File: src/rtl/pic_pkg.sv
// Shared constants, FSM encodings and helpers for the 8259A
// priority resolver.
package pic_pkg;

    localparam int NUM_IR = 8;

    localparam logic [2:0] OCW2_NSEOI        = 3'b001;
    localparam logic [2:0] OCW2_SEOI         = 3'b011;
    localparam logic [2:0] OCW2_ROT_NSEOI    = 3'b101;
    localparam logic [2:0] OCW2_ROT_SEOI     = 3'b111;
    localparam logic [2:0] OCW2_SET_PRIO     = 3'b110;
    localparam logic [2:0] OCW2_ROT_AEOI_SET = 3'b100;
    localparam logic [2:0] OCW2_ROT_AEOI_CLR = 3'b000;

    typedef enum logic [1:0] {
        ST_IDLE = 2'd0,
        ST_ACK1 = 2'd1,
        ST_ACK2 = 2'd2
    } ack_state_t;

    // 0 is the highest priority; lp is the lowest-priority level
    function automatic logic [2:0] rank(
        input logic [2:0] i,
        input logic [2:0] lp
    );
        return i - lp - 3'd1;
    endfunction

    function automatic logic [7:0] onehot(input logic [2:0] i);
        return 8'd1 << i;
    endfunction

endpackage

File: src/rtl/pic_rot_prio_enc.sv
// Rotating priority encoder: finds the set bit closest above
// the lowest-priority pointer, wrapping modulo 8.
module pic_rot_prio_enc
    import pic_pkg::*;
(
    input  logic [7:0] i_vec,
    input  logic [2:0] i_lp,
    output logic       o_found,
    output logic [2:0] o_idx
);

    always_comb begin
        logic [2:0] w_pos;
        w_pos   = 3'd0;
        o_found = 1'b0;
        o_idx   = 3'd0;
        for (int k = NUM_IR - 1; k >= 0; k--) begin
            w_pos = i_lp + 3'd1 + 3'(k);
            if (i_vec[w_pos]) begin
                o_found = 1'b1;
                o_idx   = w_pos;
            end
        end
    end

endmodule

File: src/rtl/pic_priority_resolver.sv
// 8259A IRR/ISR holder, fully nested priority resolver and
// INTA acknowledge sequencer.
module pic_priority_resolver
    import pic_pkg::*;
(
    input  logic       clk,
    input  logic       rst_n,
    input  logic [7:0] ir,
    input  logic [7:0] imr,
    input  logic       ltim,
    input  logic       aeoi,
    input  logic       init,
    input  logic [7:0] ocw2,
    input  logic       ocw2_valid,
    input  logic       first_ack,
    input  logic       second_ack,
    output logic       int_out,
    output logic [2:0] int_vec,
    output logic       int_valid,
    output logic [7:0] irr,
    output logic [7:0] isr
);

    logic [7:0] r_irr, r_isr, r_ir_q;
    logic [2:0] r_lp, r_int_vec;
    logic       r_rot_aeoi, r_int_out, r_spur;
    logic       r_fa_q, r_sa_q;
    ack_state_t r_state, w_next;

    logic       w_req_found, w_isr_found, w_win;
    logic [2:0] w_req_idx, w_isr_idx;
    logic       w_fa_rise, w_sa_rise, w_sa_fall;
    logic       w_ack_take, w_aeoi_done;
    logic [7:0] w_ack_set, w_eoi_clr, w_aeoi_clr;
    logic [7:0] w_irr_n, w_isr_n;
    logic       w_lp_ld, w_rot_set, w_rot_clr;
    logic [2:0] w_lp_val, w_cmd, w_l;
    logic       w_unused_ocw2;

    assign w_cmd         = ocw2[7:5];
    assign w_l           = ocw2[2:0];
    assign w_unused_ocw2 = ^ocw2[4:3];

    pic_rot_prio_enc u_req_enc (
        .i_vec   (r_irr & ~imr),
        .i_lp    (r_lp),
        .o_found (w_req_found),
        .o_idx   (w_req_idx)
    );

    pic_rot_prio_enc u_isr_enc (
        .i_vec   (r_isr),
        .i_lp    (r_lp),
        .o_found (w_isr_found),
        .o_idx   (w_isr_idx)
    );

    // Fully nested: a request must strictly outrank any in-service level
    assign w_win = w_req_found &&
        (!w_isr_found ||
         rank(w_req_idx, r_lp) < rank(w_isr_idx, r_lp));

    assign w_fa_rise  = first_ack & ~r_fa_q;
    assign w_sa_rise  = second_ack & ~r_sa_q;
    assign w_sa_fall  = ~second_ack & r_sa_q;
    assign w_ack_take = (r_state == ST_IDLE) && w_fa_rise;
    assign w_ack_set  = (w_ack_take && w_win) ?
                        onehot(w_req_idx) : 8'd0;

    assign w_aeoi_done = (r_state == ST_ACK2) && w_sa_fall &&
                         aeoi && !r_spur;
    assign w_aeoi_clr  = w_aeoi_done ? onehot(r_int_vec) : 8'd0;

    always_comb begin
        w_eoi_clr = 8'd0;
        w_lp_ld   = 1'b0;
        w_lp_val  = r_lp;
        w_rot_set = 1'b0;
        w_rot_clr = 1'b0;
        if (ocw2_valid) begin
            unique case (w_cmd)
                OCW2_NSEOI: begin
                    if (w_isr_found) w_eoi_clr = onehot(w_isr_idx);
                end
                OCW2_SEOI: w_eoi_clr = onehot(w_l);
                OCW2_ROT_NSEOI: begin
                    if (w_isr_found) begin
                        w_eoi_clr = onehot(w_isr_idx);
                        w_lp_ld   = 1'b1;
                        w_lp_val  = w_isr_idx;
                    end
                end
                OCW2_ROT_SEOI: begin
                    w_eoi_clr = onehot(w_l);
                    w_lp_ld   = 1'b1;
                    w_lp_val  = w_l;
                end
                OCW2_SET_PRIO: begin
                    w_lp_ld  = 1'b1;
                    w_lp_val = w_l;
                end
                OCW2_ROT_AEOI_SET: w_rot_set = 1'b1;
                OCW2_ROT_AEOI_CLR: w_rot_clr = 1'b1;
                default: ;
            endcase
        end
    end

    assign w_irr_n = ltim ? (ir & ~w_ack_set) :
                     ((r_irr | (ir & ~r_ir_q)) & ir & ~w_ack_set);
    // Clears act on the old ISR; an ack set on the same bit wins
    assign w_isr_n = (r_isr & ~(w_eoi_clr | w_aeoi_clr)) | w_ack_set;

    always_ff @(posedge clk or negedge rst_n) begin
        if (!rst_n) begin
            r_state <= ST_IDLE;
        end else if (init) begin
            r_state <= ST_IDLE;
        end else begin
            r_state <= w_next;
        end
    end

    always_comb begin
        w_next = r_state;
        unique case (r_state)
            ST_IDLE: if (w_fa_rise) w_next = ST_ACK1;
            ST_ACK1: if (w_sa_rise) w_next = ST_ACK2;
            ST_ACK2: if (w_sa_fall) w_next = ST_IDLE;
            default: w_next = ST_IDLE;
        endcase
    end

    always_comb begin
        int_valid = (r_state == ST_ACK2);
    end

    always_ff @(posedge clk or negedge rst_n) begin
        if (!rst_n) begin
            r_irr      <= 8'd0;
            r_isr      <= 8'd0;
            r_ir_q     <= 8'd0;
            r_lp       <= 3'd7;
            r_rot_aeoi <= 1'b0;
            r_int_out  <= 1'b0;
            r_int_vec  <= 3'd0;
            r_spur     <= 1'b0;
            r_fa_q     <= 1'b0;
            r_sa_q     <= 1'b0;
        end else begin
            r_fa_q <= first_ack;
            r_sa_q <= second_ack;
            if (init) begin
                r_irr      <= 8'd0;
                r_isr      <= 8'd0;
                r_ir_q     <= 8'd0;
                r_lp       <= 3'd7;
                r_rot_aeoi <= 1'b0;
                r_int_out  <= 1'b0;
                r_int_vec  <= 3'd0;
                r_spur     <= 1'b0;
            end else begin
                r_ir_q    <= ir;
                r_irr     <= w_irr_n;
                r_isr     <= w_isr_n;
                r_int_out <= w_win && (r_state == ST_IDLE) &&
                             !w_fa_rise;
                if (w_ack_take) begin
                    r_int_vec <= w_win ? w_req_idx : 3'd7;
                    r_spur    <= !w_win;
                end
                if (w_lp_ld) begin
                    r_lp <= w_lp_val;
                end else if (w_aeoi_done && r_rot_aeoi) begin
                    r_lp <= r_int_vec;
                end
                if (w_rot_set) begin
                    r_rot_aeoi <= 1'b1;
                end else if (w_rot_clr) begin
                    r_rot_aeoi <= 1'b0;
                end
            end
        end
    end

    assign int_out = r_int_out;
    assign int_vec = r_int_vec;
    assign irr     = r_irr;
    assign isr     = r_isr;

endmodule

File: config.mk
export PLATFORM = sky130hd
export DESIGN_NAME = pic_priority_resolver
export DESIGN_NICKNAME = d
export VERILOG_FILES = /design/src/rtl/pic_pkg.sv /design/src/rtl/pic_rot_prio_enc.sv /design/src/rtl/pic_priority_resolver.sv
export SDC_FILE = /design/constraint.sdc
export NUM_CORES = 1
export LEC_CHECK = 0
export BUFFER_PORTS_ARGS = -buffer_cell sky130_fd_sc_hd__buf_2
export CELL_PAD_IN_SITES_DETAIL_PLACEMENT = 0
export CELL_PAD_IN_SITES_GLOBAL_PLACEMENT = 1
export CORE_MARGIN = 3
export CORE_UTILIZATION = 40
export CTS_BUF_LIST = sky130_fd_sc_hd__clkbuf_4 sky130_fd_sc_hd__clkbuf_8
export DETAILED_ROUTE_END_ITERATION = 12
export GPL_TIMING_DRIVEN = 0
export HOLD_SLACK_MARGIN = 0.1
export PLACE_DENSITY_LB_ADDON = 0.05
export SYNTH_ARGS = -nofsm -noshare
export SYNTH_HDL_FRONTEND = slang
export SYNTH_SLANG_ARGS = --single-unit
File: constraint.sdc
create_clock -name clk -period 7 [get_ports clk]
set_clock_uncertainty 0.15 [all_clocks]
set_input_delay 0.7 -clock clk [delete_from_list [all_inputs] [get_ports clk]]
set_output_delay 0.7 -clock clk [all_outputs]
set_load 0.02 [all_outputs]
==> flow_metrics.tcl <==
set metrics [dict create \
    cts.sinks 37 \
    cellLeakagePower_nw 1.885 \
    yosysWarnings 0 \
    cts_tree "yes" \
    syn-mean-instance-area_um2 9.087 \
    cap_violations 0 \
    synth_most_common_cell "nand2_1" \
    cp_cell_sequence "buf_6, inv_1, buf_2, ha_1, buf_6, inv_2, mux4_2, mux2i_1, o22ai_1, o211a_1, a211o_2, inv_2, ha_1, fa_1, ha_1, a21o_1, a21o_1, a22oi_1, and2_0, buf_2, or3b_1, o211a_1" \
    post_cts_buffers 0 \
    setup_violations 0 \
    slowest_stage "dfstp_2" \
    syn_area_mm2 0.003907 \
    via_per_inst 6.110 \
    min_period_ns 6.609 \
    yosysTopAreaCell "dfrtp_1" \
    die-height_um 104.8 \
    ys_seq_elements 37 \
    worst_setup_path_start_kind "flop" \
    numPortBuffers 49 \
    vias 3764 \
    clockRootBuffer "clkbuf_8" \
    path_common_cell "ha_1" \
    fin_crit_sh 0.9441 \
    grt_start_max_net_pins 38 \
    dp_hpwl_um 9721 \
    drc 0 \
    wl_um 12500 \
    hp-start "r_ir_q[7]" \
    fp.coreArea_mm2 0.009371 \
    ys_top_cells_by_count "nand2_1, dfrtp_1, nor2_1" \
    hold_violations 0 \
    die_w_um 104.8 \
    yosys.area_share.xor_xnor 0.03010 \
    cts_hold_buf 0 \
    ff_latch_area_um2 929.6 \
    worst_slew_pin_slew_ns 0.8521 \
    ys.flop_type "dfrtp_1" \
    cts_max_level 2 \
    yosysSeqAreaShare 0.2379 \
    synth_area_leaders "dfrtp_1, mux4_2, mux2i_1" \
    power.density_mw_per_mm2 239.3 \
    synth-edff-count 0 \
    crit_type "flop to flop" \
    synth_top_area_frac 0.2177 \
    peakVddDrop_mv 0.1693 \
    overflow 0 \
    die-area_mm2 0.01099 \
    drt_first_pass_iters 5 \
    initial_utilization 0.4170 \
    drv_slew 0 \
    antenna_cells 0 \
    clock_latency_ns 0.29 \
    nets 526 \
    setup_tns_ns 0 \
    path_buf_inv 7 \
    status "complete, no violations" \
    r2r-start "r_lp[0]" \
    synth_compound_area_frac 0.2350 \
    synth_top_family_by_area "simple AND/OR/NAND/NOR gates" \
    ys_async_sr_fraction 1.000 \
    path_delay_family "compound AO/OA/AOI/OAI gates" \
    setup.worst_path.end_class "flop" \
    grt_pass1_wl_um 20120 \
    crit_required_ns 7.04 \
    fp-row-count 35 \
    n_fill_cell 964 \
    ys_types 77 \
    synth_mux_area_frac 0.1796 \
    multi_input_area_mm2 0.002808 \
    totalPowerFinal_mw 1.062 \
    synth_adder_area_share 0.02946 \
    maxSlewHeadroom 0.4172 \
    fmax_ghz 0.1513 \
    synthSimpleGateAreaFrac 0.2427 \
    ant_nets 0 \
    slowest_delay_ns 0.60 \
    track_usage 0.2281 \
    ios 53 \
    drtIter0Drc 165 \
    syn_inst 430 \
    arrival_ns 6.65 \
    clk_path_buf_depth 2 \
    drive_above_1_share 0.2382 \
    wl_per_cell_um 20.28 \
    clk_pin_slew_ns 0.08 \
    cp_max_fo 12 \
    antenna_found_initial 0 \
    cp-startpoint "r_lp[0]" \
    syn2layout_area_growth_pct 13.54 \
    hold_class "flop to flop" \
    grt_setup_unrepaired "false" \
    syn_nets 470 \
    place.gp.congestion 0.8857 \
    numCtsBuffers 5 \
    grt_pass1_vias 3760 \
]
-- through the flow --
step / util / worst slack (ns) / cell area (um^2) / std cells / hold slack, ns
6_report: 0.4734 / 0.3913 / 4437 / 616 / 0.3452
5_1_grt: 0.4734 / 0.05736 / 4437 / 616 / 0.3610
2_1_floorplan: - / 1.261 / 3908 / 430 / 0.2544
3_5_place_dp: 0.4603 / 0.06549 / 4314 / 608 / 0.3380
3_3_place_gp: 0.4603 / 0.004333 / 4314 / 608 / 0.3286
4_1_cts: 0.4726 / 0.04273 / 4429 / 616 / 0.3494
-- logic make-up (layout without fill, tap and decap cells) --
group / Yosys count / in the layout
fa+ha+maj: 8 / 8
buf+inv: 33 / 90
flops: 37 / 37
compound gates: 123 / 123
xor+xnor: 10 / 10
mux: 45 / 45
simple gates: 174 / 174
-- cell type report --
| cell class | instances | share of cell area |
|---|---|---|
| multi-input cells | 360 | 0.6328 |
| clock inverters | 3 | 0.01043 |
| flip-flops and latches | 37 | 0.2095 |
| well taps | 129 | 0.03638 |
| inverters | 10 | 0.008460 |
| clock buffers | 5 | 0.01551 |
| plain buffers | 23 | 0.03158 |
| repair buffers | 49 | 0.05527 |
-- flip-flops by register name, summed over array words and instances, names as in the netlist --
register    cells
irr             8
int_vec         3
int_out         1
r_fa_q          1
r_sa_q          1
r_ir_q          8
r_rot_aeoi      1
r_state         2
isr             8
r_spur          1
r_lp            3
-- final timing paths --
kind / end / slack [ns] / depth (start not counted)
setup reg to reg: irr[4] / 0.39 / 22
hold / removal: irr[7] / 0.35 / 2
max in group asynchronous: irr[3] / 5.81 / 1
setup / recovery: irr[4] / 0.39 / 22
hold reg to reg: irr[7] / 0.35 / 2
min in group asynchronous: r_rot_aeoi / 0.36 / 1
-- timing repair --
item / CTS / global route
setup endpoints to repair: 0 / 16
endpoints found under the hold margin: 0 / 0
gates resized for setup: 0 / 6
-- layout by cell type, fill, tap and decap left out, types with 7 or more instances in the layout --
master    Yosys  layout
inv_1         7       7
mux2i_1      21      21
mux4_2       19      19
o211a_1      10      10
nand2b_1     17      17
nor2_1       26      26
clkbuf_1     10       9
nand2_1      35      35
dfrtp_1      34      34
o21ai_0      18      17
nand3_1      13      13
nor3_1       15      14
buf_2         6      56
a21oi_1      24      24
nor2b_1      21      21
-- tightest hold or removal path: cells and delay by family, from the launching register on --
| family | cells | cell delay (ns) |
|---|---|---|
| compound gates | 1 | 0.09 |
| simple gates | 1 | 0.04 |
| flops | 1 | 0.33 |
-- layer usage --
| layer | track usage | routed length, um | part of all wire |
|---|---|---|---|
| met1 | 0.3137 | 5625 | 0.45 |
| met2 | 0.3845 | 6054 | 0.48 |
| met3 | 0.02594 | 598 | 0.048 |
| met4 | 0.05530 | 216 | 0.017 |
| met5 | 0 | 0 | 0 |
-- where the power goes --
part / leakage, nW / switching, mW / total, mW / internal (mW)
registers: 0.481 / 0.0235 / 0.256 / 0.232
logic: 1.35 / 0.375 / 0.618 / 0.243
clock network: 0.0543 / 0.0814 / 0.188 / 0.107
Power figures use the tool's default switching activity.
